File: config.mk
export PLATFORM = sky130hd
export DESIGN_NAME = alu_src_sel_pipe
export DESIGN_NICKNAME = d
export VERILOG_FILES = /design/src/rtl/alu_src_sel_pipe.sv
export SDC_FILE = /design/constraint.sdc
export NUM_CORES = 1
export LEC_CHECK = 0
export ABC_AREA = 1
export CAP_MARGIN = 30
export CORE_MARGIN = 2
export CORE_UTILIZATION = 44
export CTS_CLUSTER_DIAMETER = 60
export DETAILED_ROUTE_END_ITERATION = 8
export PLACE_DENSITY = 0.81
export SLEW_MARGIN = 10
export SYNTH_ARGS = -nofsm -noshare
export SYNTH_HDL_FRONTEND = slang
export SYNTH_SLANG_ARGS = --single-unit
File: constraint.sdc
create_clock -name clk -period 1.6 [get_ports clk]
set_input_delay 0.32 -clock clk [delete_from_list [all_inputs] [get_ports clk]]
set_output_delay 0.32 -clock clk [all_outputs]
set_load 0.005 [all_outputs]
File: src/rtl/alu_src_sel_pipe.sv
// Registered ALU source-operand selector with a two-entry skid buffer and valid/ready handshake.
// Optional macro OPSEL_ERR_EN adds a sticky out-of-range select flag (sel_err).
module alu_src_sel_pipe #(
    parameter int unsigned WIDTH   = 32,
    parameter int unsigned NUM_SRC = 4,
    localparam int unsigned SEL_W  = $clog2(NUM_SRC)
) (
    input  logic                     clk,
    input  logic                     rst_n,
    input  logic [NUM_SRC*WIDTH-1:0] src_flat,
    input  logic [SEL_W-1:0]         sel,
    input  logic                     in_valid,
    output logic                     in_ready,
    input  logic                     flush,
    output logic [WIDTH-1:0]         out_data,
    output logic                     out_valid,
    input  logic                     out_ready,
    output logic                     sel_err
);

    typedef enum logic [1:0] {
        StEmpty = 2'd0,
        StOne   = 2'd1,
        StFull  = 2'd2
    } state_e;

    state_e             state_q, state_d;
    logic [WIDTH-1:0]   head_q, head_d;
    logic [WIDTH-1:0]   skid_q, skid_d;
    logic [WIDTH-1:0]   sel_val;
    logic               accept;
    logic               consume;

`ifdef OPSEL_ERR_EN
    logic               sel_oor;
    logic               sel_err_q, sel_err_d;
`endif

    // Codes that match no channel fall through to zero.
    always_comb begin
        sel_val = '0;
`ifdef OPSEL_ERR_EN
        sel_oor = 1'b1;
`endif
        for (int k = 0; k < int'(NUM_SRC); k++) begin
            if (sel == SEL_W'(k)) begin
                sel_val = src_flat[k*WIDTH +: WIDTH];
`ifdef OPSEL_ERR_EN
                sel_oor = 1'b0;
`endif
            end
        end
    end

    assign in_ready  = (state_q != StFull);
    assign out_valid = (state_q != StEmpty);
    assign out_data  = out_valid ? head_q : '0;
    assign accept    = in_valid && in_ready;
    assign consume   = out_valid && out_ready;

    always_comb begin
        state_d = state_q;
        head_d  = head_q;
        skid_d  = skid_q;
        if (flush) begin
            state_d = StEmpty;
        end else begin
            unique case (state_q)
                StEmpty: begin
                    if (accept) begin
                        state_d = StOne;
                        head_d  = sel_val;
                    end
                end
                StOne: begin
                    if (accept && !consume) begin
                        state_d = StFull;
                        skid_d  = sel_val;
                    end else if (!accept && consume) begin
                        state_d = StEmpty;
                    end else if (accept && consume) begin
                        head_d  = sel_val;
                    end
                end
                StFull: begin
                    if (consume) begin
                        state_d = StOne;
                        head_d  = skid_q;
                    end
                end
                default: state_d = StEmpty;
            endcase
        end
    end

    always_ff @(posedge clk or negedge rst_n) begin
        if (!rst_n) begin
            state_q <= StEmpty;
            head_q  <= '0;
            skid_q  <= '0;
        end else begin
            state_q <= state_d;
            head_q  <= head_d;
            skid_q  <= skid_d;
        end
    end

`ifdef OPSEL_ERR_EN
    // Flush clears the flag even if the flush cycle also carries a bad select.
    always_comb begin
        sel_err_d = sel_err_q;
        if (flush) begin
            sel_err_d = 1'b0;
        end else if (accept && sel_oor) begin
            sel_err_d = 1'b1;
        end
    end

    always_ff @(posedge clk or negedge rst_n) begin
        if (!rst_n) begin
            sel_err_q <= 1'b0;
        end else begin
            sel_err_q <= sel_err_d;
        end
    end

    assign sel_err = sel_err_q;
`else
    assign sel_err = 1'b0;
`endif

endmodule

==> impl_results.rst, run 1 <==
.. list-table::
   :header-rows: 1

   * - Metric
     - Value
   * - First-pass iteration count of the detailed router
     - 7
   * - Commonest cells after routing, fill and taps aside
     - 206 x sky130_fd_sc_hd__nand2_1, 132 x sky130_fd_sc_hd__clkdlybuf4s50_1, 66 x sky130_fd_sc_hd__dfrtp_1
   * - Setup-failing EPs final
     - 51
   * - Vias
     - 5209
   * - Tightest Pin Transition
     - 0.577 ns
   * - Count of different cell masters after synthesis
     - 24
   * - Max-slew violation count
     - 0
   * - Switching Fraction
     - 0.344
   * - Cell leakage power
     - 0.00337 uW
   * - Number of buffers between clock root and the deepest sink
     - 2
   * - Crit end category
     - output pin
   * - Reg-to-reg critical path endpoint
     - head_q[31]
   * - Final Util
     - 0.743
   * - R2r startpoint
     - state_q[0]
   * - Violation count after the first detailed-routing iteration
     - 370
   * - Via count of the first global-routing pass
     - 4816
   * - Max-cap violations
     - 0
   * - Post-layout worst setup margin
     - -0.107 ns
   * - Crit Path Max Fanout
     - 6
   * - Minimum period implied by the final worst setup slack
     - 1.71 ns
   * - Number of fillers in the final layout
     - 684
   * - Result of the run
     - finished with violations
   * - RSZ-0062 raised after global routing
     - yes
   * - Routed wirelength normalized by instance count
     - 16.7 um
   * - Endpoint required time on the critical path
     - 1.28 ns
   * - Fraction of final layout cells with drive strength greater than 1
     - 0.223
   * - Number of placement rows
     - 35
   * - Share of the yosys chip area belonging to registers
     - 0.388
   * - Clock share of power
     - 0.231
   * - I/O pin count
     - 170
   * - Net Switching
     - 2070 uW
   * - Pin count of the biggest net entering global routing
     - 67
   * - Number of diodes added for antenna fixing
     - 0
   * - Type of the worst min-delay path
     - flip-flop to flip-flop
   * - Final routed DRC violation total
     - 0
   * - Mean Syn Cell Area
     - 6.52 um2
   * - Logic gate share of total power
     - 0.365
   * - Kind of critical path
     - flip-flop to output pin
   * - Area of the core region
     - 9330 um2
   * - Clock latency at the later pin of the worst-skew pair
     - 0.35 ns
   * - Violations in the final reports
     - setup timing
   * - Data arrival time at the worst-slack endpoint
     - 1.39 ns
   * - Sinks on the clock net
     - 66
   * - Power density normalized to cell area
     - 869 nW/um2
   * - VDD IR-drop max
     - 0.477 mV
   * - Clock tree from TritonCTS
     - yes
   * - Reg-to-reg setup timing slack
     - -0.03 ns
   * - Worst clock skew
     - 0.00958 ns
   * - Congestion Overflow GR
     - 0
   * - Die height
     - 102 um
   * - Routed wire length
     - 16.0 mm
   * - Synth Net Count
     - 788
   * - First-pass GRT wire length
     - 23.1 mm
   * - Area grow syn2layout
     - 62.9%
   * - Average vias per placed instance
     - 5.41
   * - Number of CTS-inserted buffers
     - 9
   * - Clock root buffer
     - sky130_fd_sc_hd__clkbuf_8
   * - Headroom to the max-slew limit
     - 0.615
   * - Nets@finish
     - 965
   * - Share of total power in sequential cells
     - 0.404
   * - Type of origin of the critical path
     - flip-flop
   * - Post-Place Setup Slack
     - -0.229 ns
   * - Worst Reg2Reg Path Length in Cells
     - 10
   * - Flip-flop and latch count after synthesis
     - 66
   * - Total global routing track utilization
     - 0.284
   * - Starting Density
     - 0.456
   * - H-tree level count
     - 3
   * - Most frequent standard cell in the layout excluding fill and tap cells
     - sky130_fd_sc_hd__nand2_1
   * - Final ANT Viol Nets
     - 0
   * - Mapped Cells
     - 653
   * - Mapped cell area
     - 4260 um2
   * - DIE WIDTH
     - 102 um
   * - HPWL after DPL
     - 10.3 mm
   * - Worst Hold Depth
     - 2
   * - Floorplan die area
     - 10500 um2
   * - Placer's final routability congestion estimate
     - 0.975
   * - Clock-pin transition on the worst setup and hold timing paths
     - 0.07 ns
   * - Hold Crit Start
     - head_q[12]
   * - Worst-case hold slack
     - 0.478 ns
   * - Yosys warning total
     - 0
   * - Maximum clock frequency
     - 586 MHz
   * - Number of hold violations in the final report
     - 0
   * - Number of buffers added on ports
     - 168
   * - Worst Hold End
     - head_q[12]
   * - Period Utilization, post-route
     - 1.07
   * - Antenna violations before repair
     - 0
   * - Internal power component
     - 3950 uW
## worst max-delay path by stage
stage | startpoint | end | slack, ns | cells past startpoint
2_1_floorplan | state_q[0] | out_valid | 0.26 | 3
3_3_place_gp | sel[1] | head_q[17] | -0.21 | 9
3_5_place_dp | out_ready | head_q[15] | -0.23 | 8
4_1_cts | state_q[1] | out_data[25] | -0.12 | 6
5_1_grt | state_q[0] | out_data[20] | -0.16 | 5
6_report | state_q[0] | out_data[15] | -0.11 | 5
## repair_timing
item | 4_1_cts | 5_1_grt
cloned | 2 | 7
hold buffers | 1 | 0
buffers inserted | 8 | 6
gates resized for setup | 138 | 100
hold endpoints to repair | 19 | 0
pin swaps | 1 | 30
setup endpoints to repair | 34 | 66
## critical path: stages (launching register included)
cell                      delay, ns
sky130_fd_sc_hd__dfrtp_1       0.42
sky130_fd_sc_hd__nor2_4        0.17
sky130_fd_sc_hd__buf_6         0.16
sky130_fd_sc_hd__buf_16        0.14
sky130_fd_sc_hd__nor2_4        0.03
sky130_fd_sc_hd__buf_2         0.12
## per-layer routing
| metal | global-route usage | vias up | part of all wire |
|---|---|---|---|
| li1 | - | 2418 | - |
| met1 | 0.381 | 2412 | 0.39 |
| met2 | 0.475 | 329 | 0.48 |
| met3 | 0.0465 | 50 | 0.091 |
| met4 | 0.0821 | 0 | 0.034 |
| met5 | 0 | - | 0 |
## area by class of cell
cell class / instances / area, um2 / area share
clock buffers: 10 / 138 / 0.0199
clock inverters: 5 / 55.1 / 0.00794
inverters: 40 / 155 / 0.0224
multi-input cells: 501 / 2570 / 0.371
flip-flops and latches: 66 / 1650 / 0.238
well taps: 129 / 161 / 0.0233
repair buffers: 212 / 2200 / 0.317
## logic make-up after synthesis
family                 synth area share
AND/OR/NAND/NOR                   0.437
buffers and inverters            0.0932
AO/OA/AOI/OAI                    0.0811
flip-flops                        0.388
other                          0.000881
## power groups by stage
| stage | Combinational (uW) | Sequential, uW | Clock [uW] |
|---|---|---|---|
| after floorplan | 930 | 2310 | 0 |
| after global placement | 1750 | 2360 | 0 |
| after detailed placement | 1810 | 2390 | 0 |
| after CTS | 1870 | 2370 | 1390 |
| after global routing | 2410 | 2470 | 1460 |
| final | 2200 | 2440 | 1390 |
## cells in the mapped netlist
master / instances / area share
sky130_fd_sc_hd__nand2_1: 229 / 0.20
sky130_fd_sc_hd__dfrtp_1: 66 / 0.39
sky130_fd_sc_hd__nand3_1: 65 / 0.076
sky130_fd_sc_hd__nor2_1: 64 / 0.056
sky130_fd_sc_hd__o21ai_0: 43 / 0.051
sky130_fd_sc_hd__inv_1: 38 / 0.034
sky130_fd_sc_hd__nor3_1: 33 / 0.039
sky130_fd_sc_hd__buf_2: 26 / 0.031
sky130_fd_sc_hd__o21ai_1: 25 / 0.029
sky130_fd_sc_hd__or2_2: 20 / 0.029
sky130_fd_sc_hd__clkbuf_1: 11 / 0.0097
sky130_fd_sc_hd__or2_1: 10 / 0.015
sky130_fd_sc_hd__buf_4: 7 / 0.012
sky130_fd_sc_hd__nand2_2: 3 / 0.0044
sky130_fd_sc_hd__buf_6: 2 / 0.0053
sky130_fd_sc_hd__inv_2: 2 / 0.0018
sky130_fd_sc_hd__or2_0: 2 / 0.0029
sky130_fd_sc_hd__a21oi_1: 1 / 0.0012
sky130_fd_sc_hd__conb_1: 1 / 0.00088
sky130_fd_sc_hd__nand3_2: 1 / 0.0024
sky130_fd_sc_hd__nand4_2: 1 / 0.0029
sky130_fd_sc_hd__nor2_2: 1 / 0.0015
sky130_fd_sc_hd__nor2_4: 1 / 0.0026
sky130_fd_sc_hd__nor3_2: 1 / 0.0024
## state kept, by name, summed over array words and instances (netlist names)
signal and flops:
head_q 32, state_q 2, skid_q 32
## metrics by stage
| step | cell area, um2 | total power (uW) | setup TNS (ns) | std cells |
|---|---|---|---|---|
| 6_report | 6930 | 6030 | -2.72 | 963 |
| 5_1_grt | 6930 | 6340 | -6.04 | 963 |
| 4_1_cts | 6470 | 5630 | -2.69 | 952 |
| 3_5_place_dp | 6200 | 4200 | -10.61 | 927 |
| 3_3_place_gp | 6200 | 4120 | -7.88 | 927 |
| 2_1_floorplan | 4260 | 3240 | 0 | 653 |
No activity file was read; power rests on OpenSTA's default activity.
==> inputs of run 2 (changes only) <==
Settings changed: CTS_BUF_LIST set to sky130_fd_sc_hd__clkbuf_16.
==> impl_results.rst, run 2 (synthesis results as in run 1) <==
.. list-table::
   :header-rows: 1

   * - Metric
     - Value
   * - Post-layout worst setup margin
     - -0.132 ns (-0.0245 ns)
   * - Post-route insts no fill
     - 954 (-0.93%)
   * - Power density normalized to cell area
     - 932 nW/um2 (+7.2%)
   * - Max-slew violation count
     - 0 (unchanged)
   * - Violations in the final reports
     - setup timing
   * - Clock root buffer
     - sky130_fd_sc_hd__clkbuf_16
   * - Number of hold violations in the final report
     - 0 (unchanged)
   * - Setup-failing EPs final
     - 16 (-69%)
   * - Period Utilization, post-route
     - 1.08 (+0.0153)
   * - Internal power component
     - 4220 uW (+6.7%)
   * - Total global routing track utilization
     - 0.287 (+0.00326)
   * - Area grow syn2layout
     - 54.7%
   * - Area occupied by registers
     - 1650 um2 (unchanged)
   * - Sinks on the clock net
     - 66 (unchanged)
   * - Type of origin of the critical path
     - flip-flop
   * - Switching Fraction
     - 0.312 (-0.0318)
   * - Die height
     - 102 um (unchanged)
   * - Maximum clock frequency
     - 577 MHz (-1.4%)
   * - Worst Reg2Reg Path Length in Cells
     - 8 (-2)
   * - Max-cap violations
     - 0 (unchanged)
   * - Reg-to-reg critical path endpoint
     - head_q[26]
   * - Number of CTS-inserted buffers
     - 9 (unchanged)
   * - Multi-input gate area
     - 2290 um2 (-11%)
   * - Data arrival time at the worst-slack endpoint
     - 1.41 ns (+0.02 ns)
   * - Nets@finish
     - 956 (-0.93%)
   * - Largest registers ranked by flip-flop count
     - head_q x32, skid_q x32, state_q x2
   * - Via count of the first global-routing pass
     - 4879 (+1.3%)
   * - Crit end category
     - output pin
   * - VDD IR-drop max
     - 0.514 mV (+7.9%)
   * - Average vias per placed instance
     - 5.27 (-2.5%)
   * - R2r startpoint
     - state_q[0]
   * - Area of the core region
     - 9330 um2 (unchanged)
   * - Final ANT Viol Nets
     - 0 (unchanged)
   * - Fraction of final layout cells with drive strength greater than 1
     - 0.161 (-0.0618)
   * - Congestion Overflow GR
     - 0 (unchanged)
   * - Most frequent standard cell in the layout excluding fill and tap cells
     - sky130_fd_sc_hd__nand2_1
   * - Kind of critical path
     - flip-flop to output pin
   * - Placer's final routability congestion estimate
     - 0.975 (unchanged)
   * - Starting Density
     - 0.456 (unchanged)
   * - Final routed DRC violation total
     - 0 (unchanged)
   * - First-pass GRT wire length
     - 23.4 mm (+1.2%)
   * - Share of total power in sequential cells
     - 0.389 (-0.015)
   * - Routed wire length
     - 14.8 mm (-7.8%)
   * - Floorplan die area
     - 10500 um2 (unchanged)
   * - Net Switching
     - 1920 uW (-7.6%)
   * - Cell leakage power
     - 0.00326 uW (-3.3%)
   * - H-tree level count
     - 3 (unchanged)
   * - Number of buffers between clock root and the deepest sink
     - 2 (unchanged)
   * - Inst Count DP
     - 927 (unchanged)
   * - Tightest Pin Transition
     - 0.587 ns (+0.00938 ns)
   * - Number of diodes added for antenna fixing
     - 0 (unchanged)
   * - Headroom to the max-slew limit
     - 0.609 (-0.00626)
   * - Crit Path Max Fanout
     - 4 (-2)
   * - Clock tree from TritonCTS
     - yes
   * - Vias
     - 5030 (-3.4%)
   * - Reg-to-reg setup timing slack
     - 0.09 ns (+0.12 ns)
   * - Endpoint required time on the critical path
     - 1.28 ns (about the same)
   * - Clock-pin transition on the worst setup and hold timing paths
     - 0.05 ns (-0.02 ns)
   * - First-pass iteration count of the detailed router
     - 6 (-1)
   * - Commonest cells after routing, fill and taps aside
     - 227 x sky130_fd_sc_hd__nand2_1, 131 x sky130_fd_sc_hd__clkdlybuf4s50_1, 66 x sky130_fd_sc_hd__dfrtp_1
   * - Clock share of power
     - 0.307 (+0.076)
   * - Result of the run
     - finished with violations
   * - Number of fillers in the final layout
     - 754 (+10%)
   * - Pin count of the biggest net entering global routing
     - 67 (unchanged)
   * - Type of the worst min-delay path
     - flip-flop to flip-flop
   * - RSZ-0062 raised after global routing
     - yes
   * - Violation count after the first detailed-routing iteration
     - 348 (-5.9%)
   * - Worst Hold Depth
     - 2 (unchanged)
   * - HPWL after DPL
     - 10.3 mm (unchanged)
   * - Clock latency at the later pin of the worst-skew pair
     - 0.33 ns (-0.02 ns)
   * - Routed wirelength normalized by instance count
     - 15.5 um (-6.9%)
   * - Logic gate share of total power
     - 0.304 (-0.061)
   * - Number of buffers added on ports
     - 168 (unchanged)
   * - Hold Crit Start
     - head_q[12]
   * - I/O pin count
     - 170 (unchanged)
   * - Worst clock skew
     - 0.00715 ns (-0.00243 ns)
   * - DIE WIDTH
     - 102 um (unchanged)
   * - Number of placement rows
     - 35 (unchanged)
   * - Minimum period implied by the final worst setup slack
     - 1.73 ns (+0.0245 ns)
   * - Worst Hold End
     - head_q[12]
   * - Final Util
     - 0.706 (-0.0374)
   * - Antenna violations before repair
     - 0 (unchanged)
==> run 2: cell types whose count changed in the layout (fill, tap and decap cells not counted), sizes merged <==
cell           change
dlymetal6s2s       +1
clkdlybuf4s50      -1
clkbuf             +3
buf               -15
clkinv             +1
clkdlybuf4s15      +2
==> run 2: cell type report <==
class,instances,share of cell area
inverters,40,0.0239
flip-flops and latches,66,0.251
well taps,129,0.0245
repair buffers,203,0.309
clock buffers,9,0.0342
clock inverters,6,0.00893
multi-input cells,501,0.348
==> run 2: critical path, cell delays in order (launching register included) <==
cell,delay (ns)
sky130_fd_sc_hd__dfrtp_1,0.41
sky130_fd_sc_hd__nor2_4,0.20
sky130_fd_sc_hd__buf_6,0.14
sky130_fd_sc_hd__buf_12,0.11
sky130_fd_sc_hd__buf_6,0.08
sky130_fd_sc_hd__nor2_1,0.02
sky130_fd_sc_hd__buf_2,0.12
==> run 2: worst max-delay path by stage <==
stage               startpoint      endpoint  slack [ns]  cells after the start
global placement        sel[1]    head_q[17]       -0.21                      9
finish              state_q[0]  out_data[26]       -0.13                      6
global route        state_q[0]  out_data[26]       -0.18                      6
floorplan           state_q[0]     out_valid        0.26                      3
detailed placement   out_ready    head_q[15]       -0.23                      8
CTS                 state_q[1]   out_data[0]       -0.21                      5
==> run 2: metal layers <==
| metal | global-route usage | part of all wire | vias to the layer above |
|---|---|---|---|
| li1 | - | - | 2394 |
| met1 | 0.389 | 0.42 | 2341 |
| met4 | 0.105 | 0.026 | 0 |
| met2 | 0.467 | 0.48 | 265 |
| met3 | 0.0445 | 0.077 | 30 |
| met5 | 0 | 0 | - |
==> run 2: timing repair <==
item                                   in CTS  in global routing
gates resized for setup                   103                 58
pin swaps                                   1                  4
gates cloned                                2                  1
setup buffers                              11                  3
setup endpoints to repair                  34                 50
endpoints found under the hold margin       2                  0
hold buffers                                1                  0
==> run 2: power groups by stage <==
stage | Combinational, uW | Sequential [uW] | Clock, uW
finish | 1870 | 2390 | 1880
global route | 2100 | 2430 | 1960
CTS | 1870 | 2370 | 1890
detailed placement | 1810 | 2390 | 0
global placement | 1750 | 2360 | 0
floorplan | 930 | 2310 | 0
==> run 2: per-stage QoR <==
step	setup TNS (ns)	instance area, um2	total power, uW	setup slack [ns]	hold slack, ns
after floorplan	0	4260	3240	0.265	0.0244
after global placement	-7.88	6200	4120	-0.211	0.336
after detailed placement	-10.61	6200	4200	-0.229	0.341
after CTS	-4.15	6590	6140	-0.214	0.482
after global routing	-1.89	6580	6480	-0.178	0.499
final	-0.714	6580	6140	-0.132	0.479
